===== src/rtl/serial_adder.sv =====
// Bit-serial adder: a single full_adder cell consumes one operand bit pair per
// clock, LSB first, with the carry held in a flip-flop between cycles.

module full_adder (
    input  logic a,
    input  logic b,
    input  logic c,
    output logic sum,
    output logic carry
);
    assign sum   = a ^ b ^ c;
    assign carry = (a & b) | (c & (a ^ b));
endmodule

module serial_adder #(
    parameter int WIDTH = 8
) (
    input  logic             clk,
    input  logic             rst,
    input  logic             in_valid,
    output logic             in_ready,
    input  logic [WIDTH-1:0] a_in,
    input  logic [WIDTH-1:0] b_in,
    input  logic             c_in,
    output logic             out_valid,
    input  logic             out_ready,
    output logic [WIDTH-1:0] sum_out,
    output logic             carry_out,
    output logic             busy
);
    localparam int CW = (WIDTH > 1) ? $clog2(WIDTH) : 1;
    localparam logic [CW-1:0] LAST = CW'(WIDTH - 1);

    typedef enum logic [1:0] {IDLE, RUN, DONE} state_t;

    state_t          state;
    logic [WIDTH-1:0] a_sr;
    logic [WIDTH-1:0] b_sr;
    logic [WIDTH-1:0] s_sr;
    logic            cy;
    logic [CW-1:0]   cnt;
    logic            fa_sum;
    logic            fa_carry;

    full_adder u_fa (
        .a     (a_sr[0]),
        .b     (b_sr[0]),
        .c     (cy),
        .sum   (fa_sum),
        .carry (fa_carry)
    );

    // The sum register and carry flop double as the result holding registers,
    // so the outputs stay frozen in DONE without any extra storage.
    assign sum_out   = s_sr;
    assign carry_out = cy;

    // Handshake flags are registered alongside the state so neither ready nor
    // valid ever depends combinationally on the opposite side's inputs.
    always_ff @(posedge clk or posedge rst) begin
        if (rst) begin
            state     <= IDLE;
            a_sr      <= '0;
            b_sr      <= '0;
            s_sr      <= '0;
            cy        <= 1'b0;
            cnt       <= '0;
            in_ready  <= 1'b1;
            out_valid <= 1'b0;
            busy      <= 1'b0;
        end else begin
            case (state)
                IDLE: begin
                    if (in_valid) begin
                        a_sr     <= a_in;
                        b_sr     <= b_in;
                        cy       <= c_in;
                        cnt      <= '0;
                        state    <= RUN;
                        in_ready <= 1'b0;
                        busy     <= 1'b1;
                    end
                end
                RUN: begin
                    s_sr <= {fa_sum, s_sr[WIDTH-1:1]};
                    a_sr <= {1'b0, a_sr[WIDTH-1:1]};
                    b_sr <= {1'b0, b_sr[WIDTH-1:1]};
                    cy   <= fa_carry;
                    cnt  <= cnt + CW'(1);
                    if (cnt == LAST) begin
                        state     <= DONE;
                        out_valid <= 1'b1;
                    end
                end
                DONE: begin
                    if (out_ready) begin
                        state     <= IDLE;
                        out_valid <= 1'b0;
                        busy      <= 1'b0;
                        in_ready  <= 1'b1;
                    end
                end
                default: begin
                    state     <= IDLE;
                    in_ready  <= 1'b1;
                    out_valid <= 1'b0;
                    busy      <= 1'b0;
                end
            endcase
        end
    end
endmodule


===== config.mk =====
export PLATFORM = sky130hd
export DESIGN_NAME = serial_adder
export DESIGN_NICKNAME = d
export VERILOG_FILES = /design/src/rtl/serial_adder.sv
export SDC_FILE = /design/constraint.sdc
export NUM_CORES = 1
export LEC_CHECK = 0
export ABC_AREA = 1
export CAP_MARGIN = 20
export CORE_MARGIN = 2
export CORE_UTILIZATION = 40
export CTS_CLUSTER_SIZE = 12
export DETAILED_ROUTE_END_ITERATION = 6
export PLACE_DENSITY = 0.68
export SETUP_SLACK_MARGIN = 0.2
export SKIP_LAST_GASP = 1
export SYNTH_ARGS = -nofsm -noshare
export SYNTH_HDL_FRONTEND = slang
export SYNTH_SLANG_ARGS = --single-unit

===== constraint.sdc =====
create_clock -name clk -period 1.45 [get_ports clk]
set_input_delay 0.145 -clock clk [delete_from_list [all_inputs] [get_ports clk]]
set_output_delay 0.145 -clock clk [all_outputs]
set_load 0.1 [all_outputs]

# Word-level counts from Yosys, hierarchy flattened
# Index checks and enable logic that the tools add are counted.
# totals
regBits	33
latch_bits	0
ramBits	0
mem_bits_ro	0
input_bits	21
word_cells	49
memories	0
# classes
addsub	1
mul	0
div	0
magnitude_cmp	0
eq_ne	6
n_shift	0
muxes	20
bitwise_logic	7
reduce_logical	6
# op_table
cell	count
$pmux 8 s2	2
$mux 8	2
$pmux 1 s3	3
$reduce_and 3->1	3
$mux 1	6
$mux 2	3
$ne 2x2->1 const B	3
$pmux 2 s3	1
$pmux 3 s2	1
$add 3x1->3 const B	1
$eq 3x3->1 const B	1
$mux 3	1
$and 1x1->1	2
$eq 2x1->1 const B	1
$eq 2x2->1 const B	1
$logic_not 2->1	1
$not 1->1	2
$pmux 1 s2	1
$reduce_and 2->1	1
$reduce_bool 2->1	1
$xor 1x1->1	2
$or 1x1->1	1

# Longest topological paths before layout
# depth
word_depth	4
depth_mapped	7
depth_no_buf	6

# Modules after synthesis
# Synthesis repeated with hierarchy kept, for this count alone.
# unflattened
hier_cells	211
hier_area_um2	1646.6
# by_module_without_submodules
module	instances	cells_per_inst	area_each_um2
serial_adder	1	210	1626.6
full_adder	1	1	20.0

# Worst setup path before layout
# No wires, ideal clock.
# synth_timing
kind	register -> register
startpoint	reg cy (netlist: carry_out)
endpoint	reg s_sr[7] (netlist: sum_out[7])
setup_ps	120
arrival_ps	1576
required_time_ps	1330
slack_ps	-246
path_stages_with_launch	4
period_less_slack_ps	1696
cell_sequence	dfrtp_1 > fa_1 > nand2_1 > nand2_1
# synth_between
elab_chain_len	1
# synth_rtl
element	line_no	rtl
from (decl)	40	logic cy;
from (signal assigned)	77	cy <= c_in;
from (signal assigned)	88	cy <= fa_carry;
$xor 1x1->1	11	assign sum = a ^ b ^ c;
net fa_sum	42	logic fa_sum;
to (signal assigned)	85	s_sr <= {fa_sum, s_sr[WIDTH-1:1]};
to (decl)	39	logic [WIDTH-1:0] s_sr;
# The timed path passes the listed nets, and every way through them passes these cells.
# A chain may end at the register's enable or synchronous reset.

# Worst setup path in the final report
# Ends and elaborated chain as after synthesis.

==> flow_summary.ini <==
[run_status]
run_status = finished clean

[route]
via_count = 1342
drc = 0
postRouteAntennaNets = 0
drt_iter0_markers = 71
drt-total-wl_mm = 3.331
wl_per_cell_um = 11.10
dr.pass1.iters = 4
via_per_inst = 4.473

[floorplanning]
ios = 33
core_um2 = 3943
rows = 23
dieWidth_um = 67.77
start_util_pct = 41.26
die_y_um = 67.77
dieArea_um2 = 4593

[logic_synthesis]
yosysWarnings = 0
synth_cell_types = 16
synth_cells = 212
postSynthAreaPerCell_um2 = 7.672
ys_seq_area_share_pct = 50.85
synth.ff_latch_count = 33
netlist_area_um2 = 1627
synth_nets = 236

[global_routing]
antenna_found_initial = 0
grt_remaining_overflow = 0
grt_first_pass_wirelength_mm = 5.609
grt_max_degree = 34
grt_pass1_vias = 1322
grt_use_total_pct = 16.65

[sta]
maxSlewViolCount = 0
fin_worst_skew_ns = 0.005552
finalHoldViolCount = 0
rsz0062_at_grt = no
tns_ns = 0
final.min_clock_period_ns = 1.201
worst_pin_slew_ns = 0.2810
max_freq_mhz = 832.7
slew_headroom_pct = 81.20
setup_viol = 0
finalCritPeriodShare_pct = 82.82

[finish]
fin_cells = 300
fin_nets = 273
syn_to_final_growth_pct = 37.77
n_antenna_cell = 0
drive_above_1_share_pct = 14.80

[place]
place_congestion = 0.7932
dp.cells = 291
portBuffers = 32
dp_hpwl_mm = 2.248

[clock_network]
tritoncts = built
clock_sinks = 33
htree_levels = 2
clock_path_buffers = 2
numCtsBuffers = 5
clkTransAtPathRegs_ns = 0.07
cts_hold_buf = 0
clk_latency_ns = 0.29
cts_root_buf = clkbuf_8

[setup_path]
cp.arrival_ns = 1.43
r2r_cells = 3
crit_required_ns = 1.68
rr_endpoint = sum_out[7]
worstReg2RegStart = carry_out
worst_setup_path_start_kind = flop
end_kind = flop
crit_type = flop to flop
critical_path.max_fanout = 3
r2r_slack_ns = 0.25

[power]
irDropWorstVdd_v = 0.001628
cellPowerDensity_nw_per_um2 = 2578
finalPower_mw = 5.777
p_leak_nw = 1.215

[job]
maxCapViolCount = 0

[worst_hold_path]
hp-class = input pin to async pin
-- registers in the layout (all words and copies together), names as in the netlist --
name,flops
a_sr,8
b_sr,8
busy,1
carry_out,1
cnt,3
in_ready,1
out_valid,1
state,2
sum_out,8
-- worst max-delay path by stage --
stage                         start         end  cells past startpoint
after detailed placement   in_valid     b_sr[2]                      5
final                     carry_out  sum_out[7]                      3
after global routing       state[0]   out_valid                      5
after floorplan           carry_out  sum_out[7]                      3
after CTS                  state[1]   out_valid                      6
after global placement     in_valid     a_sr[1]                      5
-- Yosys cell counts, drive strengths merged --
cell type,count,area (um2)
dfrtp,32,800.8
nand3,17,85.08
inv,37,138.9
dfstp,1,26.28
fa,1,20.02
o21ai,6,41.29
ha,2,25.02
o21bai,1,7.510
nand2,107,411.7
buf,8,70.06
-- cell usage in the layout (no fill, tap or decap), types with 2 or more instances in the layout --
master / synthesis / layout
o21ai_0: 3 / 3
inv_2: 2 / 2
buf_12: 0 / 14
nand2_1: 105 / 105
clkbuf_8: 0 / 6
clkbuf_1: 0 / 2
clkdlybuf4s50_1: 0 / 20
buf_4: 2 / 4
nand3_1: 17 / 17
inv_1: 35 / 34
dfrtp_1: 32 / 30
o21ai_2: 3 / 3
-- layout make-up --
cell class	count	area, um2
Inverter	37	141.4
Fill cell	348	1702
Timing Repair Buffer	38	510.5
Sequential cell	33	832.0
Tap cell	50	62.56
Multi-Input combinational cell	134	604.3
Clock buffer	8	90.09
-- power breakdown --
group          leakage [nW]  total (mW)  switching (mW)  internal (mW)
Combinational         0.769        3.28            2.07           1.21
Clock                0.0455       0.720           0.333          0.387
Sequential            0.400        1.77           0.389           1.38
Total                  1.21        5.78            2.79           2.99
-- kinds of logic after synthesis --
kind of cell	count (synthesis)	share of synthesized area, %
fa+ha+maj	3	2.769
compound gates	7	3.000
simple gates	124	30.54
flops	33	50.85
buf+inv	45	12.85
-- worst max-delay path, cell delays in order (launching register included) --
cell and delay (ns):
dfrtp_4 0.51, fa_2 0.54, nand2_1 0.05, nand2_1 0.05
-- stage by stage --
step                worst slack [ns]  hold slack, ns  util [%]  instance area (um2)
global route                  0.1995          0.2275     56.84                 2241
global placement              0.1812          0.4578     54.01                 2130
CTS                           0.2263          0.2042     56.30                 2220
floorplan                     0.1335          0.2731         -                 1634
detailed placement            0.1692          0.4648     54.01                 2130
finish                        0.2490          0.1998     56.84                 2241
-- per-layer routing --
| metal | GRT usage [%] | share of wire [%] |
|---|---|---|
| met5 | 0 | 0 |
| met4 | 6.750 | 1.7 |
| met3 | 5.667 | 4.8 |
| met2 | 27.08 | 48 |
| met1 | 20.23 | 46 |
-- repair_timing --
| item | 4_1_cts | 5_1_grt |
|---|---|---|
| endpoints found under the setup margin | 0 | 13 |
| buffers inserted | 0 | 1 |
| resized for setup | 0 | 4 |
Power figures use the tool's default switching activity.
==> RTL change 1 (same flow settings) <==
Change the parameter `WIDTH` from 8 to 16.
--- a/src/rtl/serial_adder.sv
+++ b/src/rtl/serial_adder.sv
@@ -14,5 +14,5 @@
 
 module serial_adder #(
-    parameter int WIDTH = 8
+    parameter int WIDTH = 16
 ) (
     input  logic             clk,
Ports: changed (resized a_in, b_in and sum_out); port bits go from 33 to 57. No check against the original RTL was run, so the function may have changed too.
==> RTL change 1 against the unedited design <==
Area after synthesis grew 58%; cell area grew 70%; total power grew 81%; sequential cell count grew 25; setup slack lost 0.0086 ns; fmax shrank 0.71%; wire length grew 70%; utilization grew 3.9 points; critical path type unchanged; largest power group unchanged.
==> RTL change 1: results (changes against the unedited design) <==
Worst Skew=0.007820 ns (was 0.005552 ns); FF-to-FF Start=carry_out$_DFFE_PP0P_ (unchanged); CTS HTree Levels=3 (was 2); Leakage=1.884 nW (was 1.215 nW); Final nets=432 (was 273); status=finished, final reports clean (unchanged); IO Port Bufs=56 (was 32); cts bufs inserted=9 (was 5); top cells by area, synth=dfrtp_1 56%, nand2_1 20%, nor2_1 8.9%, o21ai_0 6.8%, buf_2 1.8% (was dfrtp_1 49%, nand2_1 24%, inv_1 8.1%, nand3_1 5.2%, buf_6 2.8%); GP Congestion=0.7729 (was 0.7932); Total Routing Usage GR=15.86% (was 16.65%); Crit path arrival time=1.48 ns (was 1.43 ns); Skew-Pair Late Insertion Delay=0.33 ns (was 0.29 ns); vias in the first global route=2072 (was 1322); DRT iter0 DRCs=123 (was 71); drt pass-1 iters=4 (unchanged); Detailed Place HPWL=3521 um (was 2248 um); layout cell share with drive strength beyond 1=16.83% (was 14.80%); Layout fillers=540 (was 348); syn nets=365 (was 236); DRT Wirelength=5650 um (was 3331 um); first-pass GRT wire length=9073 um (was 5609 um); VDD IR-drop max=0.001920 V (was 0.001628 V); largest net degree at the start of global routing=59 (was 34); Yosys cell types=18 (was 16); Slew @ Worst Pin=0.3075 ns (was 0.2810 ns); Synth top cells by count=135 x nand2_1, 61 x nor2_1, 57 x dfrtp_1 (was 105 x nand2_1, 35 x inv_1, 32 x dfrtp_1); number of vias per cell=4.758 (was 4.473)
[RTL change 1: cell types whose count changed in the layout (fill, tap and decap cells not counted), sizes merged, moves of 4 or more]
| cell | before | now |
|---|---|---|
| clkbuf | 8 | 13 |
| nand2 | 107 | 135 |
| dfrtp | 32 | 57 |
| nor2 | 0 | 62 |
| clkinv | 0 | 4 |
| nand3 | 17 | 7 |
| inv | 37 | 5 |
| o21ai | 6 | 36 |
| buf | 18 | 34 |
| clkdlybuf4s50 | 20 | 36 |
[RTL change 1: final timing paths]
| check | end | cells past startpoint | slack (ns) |
|---|---|---|---|
| worst max-delay path | sum_out[15]$_DFFE_PP0P_ | 3 | 0.24 |
| worst min-delay path | a_sr[6]$_DFFE_PP0P_ | 3 | 0.24 |
| worst max register to register | sum_out[15]$_DFFE_PP0P_ | 3 | 0.24 |
| worst min register to register | a_sr[7]$_DFFE_PP0P_ | 2 | 0.48 |
| max in group asynchronous | in_ready$_DFFE_PP1P_ | 3 | 0.93 |
| min in group clk | a_sr[15]$_DFFE_PP0P_ | 3 | 0.41 |
[RTL change 1: power breakdown]
part           switching (mW)  internal [mW]  total, mW
sequential              0.654           2.42       3.07
clock                   0.627          0.834       1.46
combinational            3.66           2.28       5.94
[RTL change 1: critical path, delay by kind of cell (launching register included)]
kind / cells / cell delay (ns)
and+or+nand+nor: 2 / 0.11
adders and majority gates: 1 / 0.53
DFF: 1 / 0.51
[RTL change 1: layer usage]
metal	global-route usage [%]	vias up	share of wire, %
met5	0	-	0
met4	6.598	0	1.1
met3	3.858	8	4.6
met2	25.47	51	46
met1	20.62	1052	48
li1	-	1149	-
[RTL change 1: cell families after synthesis]
kind of cell | count (synthesis) | synth area share, %
and+or+nand+nor | 206 | 30.80
AOI/OAI and AO/OA | 37 | 7.359
DFF | 58 | 56.58
buffers and inverters | 22 | 3.655
xor gates and xnor gates | 1 | 0.3412
adders and majority gates | 2 | 1.267
[RTL change 1: cell type report]
| type | instances | area [um^2] | area share, % |
|---|---|---|---|
| clock buffer | 11 | 141.4 | 3.707 |
| clock inverter | 5 | 53.80 | 1.411 |
| inverter | 6 | 31.28 | 0.8202 |
| multi-input combinational | 246 | 1051 | 27.56 |
| sequential | 58 | 1459 | 38.25 |
| tap | 77 | 96.34 | 2.526 |
| timing repair buffer | 72 | 980.9 | 25.72 |
[RTL change 1: what timing repair did]
action,4_1_cts,5_1_grt
endpoints found under the setup margin,0,52
resized for setup,0,22
setup buffers,0,3
[RTL change 1: metrics by stage]
step                setup slack [ns]  std cells  area, um^2
floorplan                     0.1261        326        2577
global placement             0.07793        453        3488
detailed placement           0.05567        453        3488
CTS                           0.2144        469        3684
global route                  0.1859        475        3814
finish                        0.2404        475        3814
==> RTL change 2 (config.mk and constraints unchanged) <==
Without the edit above. The 3 states of `state_t` get a one-hot encoding in 3 bits.
--- a/src/rtl/serial_adder.sv
+++ b/src/rtl/serial_adder.sv
@@ -32,5 +32,5 @@
     localparam logic [CW-1:0] LAST = CW'(WIDTH - 1);
 
-    typedef enum logic [1:0] {IDLE, RUN, DONE} state_t;
+    typedef enum logic [2:0] {IDLE = 3'b001, RUN = 3'b010, DONE = 3'b100} state_t;
 
     state_t          state;
Formal check against the unedited RTL: same outputs for any inputs over 10 cycles, from zero or initial values and one cycle with rst high; not proved beyond that.
==> RTL change 2 against the unedited design <==
Clock skew grew 0.0013 ns; wire length grew 13%; area after synthesis shrank 1.8%; setup slack lost 0.12 ns; total power grew 3.2%; sequential cell count grew 1; cell area grew 9.5%; synthesized cell count shrank 4.7%.
==> RTL change 2: results (changes against the unedited design) <==
P_comb=3.49 mW (was 3.28 mW); adder-cell share of the synthesized area=2.821% (was 2.769%); GP Congestion=0.7876 (was 0.7932); vias in the first global route=1369 (was 1322); Placed Area=0.002110 mm^2 (was 0.002130 mm^2); Highest Clock Rate=0.7550 GHz (was 0.8327 GHz); Worst Skew=0.006866 ns (was 0.005552 ns); crit path from=state[0]$_DFFE_PP1P_ (was carry_out$_DFFE_PP0P_); reg2reg setup slack=0.13 ns (was 0.25 ns); Critical Path Fanout Max=8 (was 3); Synth top cells by count=124 x nand2_1, 32 x dfrtp_1, 8 x inv_1, 8 x nand3_1, 7 x o21ai_0 (was 105 x nand2_1, 35 x inv_1, 32 x dfrtp_1); slowest cell delay on critical path=0.56 ns (was 0.54 ns); top cells by area, synth=dfrtp_1 50%, nand2_1 29%, dfstp_2 3.3%, buf_6 2.8%, nand3_1 2.5% (was dfrtp_1 49%, nand2_1 24%, inv_1 8.1%, nand3_1 5.2%, buf_6 2.8%); status=finished, final reports clean (unchanged); switching portion of total power=45.67% (was 48.32%); Detailed Place HPWL=2171 um (was 2248 um); Worst slew margin=84.40% (was 81.20%); Seq/Total Area, Yosys=53.45% (was 50.85%); Synth Area in Compound Gates=2.194% (was 3.000%); number of vias per cell=4.766 (was 4.473); delay-heaviest family, CP=flip-flops (was adder cells); Yosys cell types=18 (was 16); Post-Synthesis Cells=202 (was 212); Total Routing Usage GR=18.71% (was 16.65%); final hold slack=0.1916 ns (was 0.1998 ns); Worst Setup EP=b_sr[2]$_DFFE_PP0P_ (was sum_out[7]$_DFFE_PP0P_); Final nets=278 (was 273); Non-Filler Instances=303 (was 300); syn nets=226 (was 236)
## RTL change 2: changes by cell type after synthesis, moves of 3 or more
cell	unedited run	this run
nand3_1	17	8
inv_1	35	8
nand2_1	105	124
o21ai_0	3	7
o21ai_2	3	0
nor2_1	0	3
## RTL change 2: area by class of cell
class	instances	share of cell area, %
clock buffer	7	3.519
clock inverter	1	0.2040
inverter	11	1.683
multi-input combinational	150	29.22
sequential	34	35.03
tap	48	2.448
timing repair buffer	52	27.89
## RTL change 2: metal layers
metal	vias up	global-route usage (%)	share of wire (%)
met3	12	5.167	3.9
met4	0	11.22	3.5
li1	719	-	-
met1	687	22.23	42
met2	26	30.20	50
met5	-	0	0
## RTL change 2: tightest hold or removal path, cell delays in order
cell and delay, ns:
clkdlybuf4s50_1 0.40, inv_1 0.09, buf_12 0.21
## RTL change 2: timing repair
action | in CTS | in global routing
hold buffers | 0 | 0
endpoints found under the setup margin | 20 | 28
pin swaps | 8 | 1
buffers inserted | 5 | 7
gates cloned | 2 | 0
resized for setup | 20 | 10
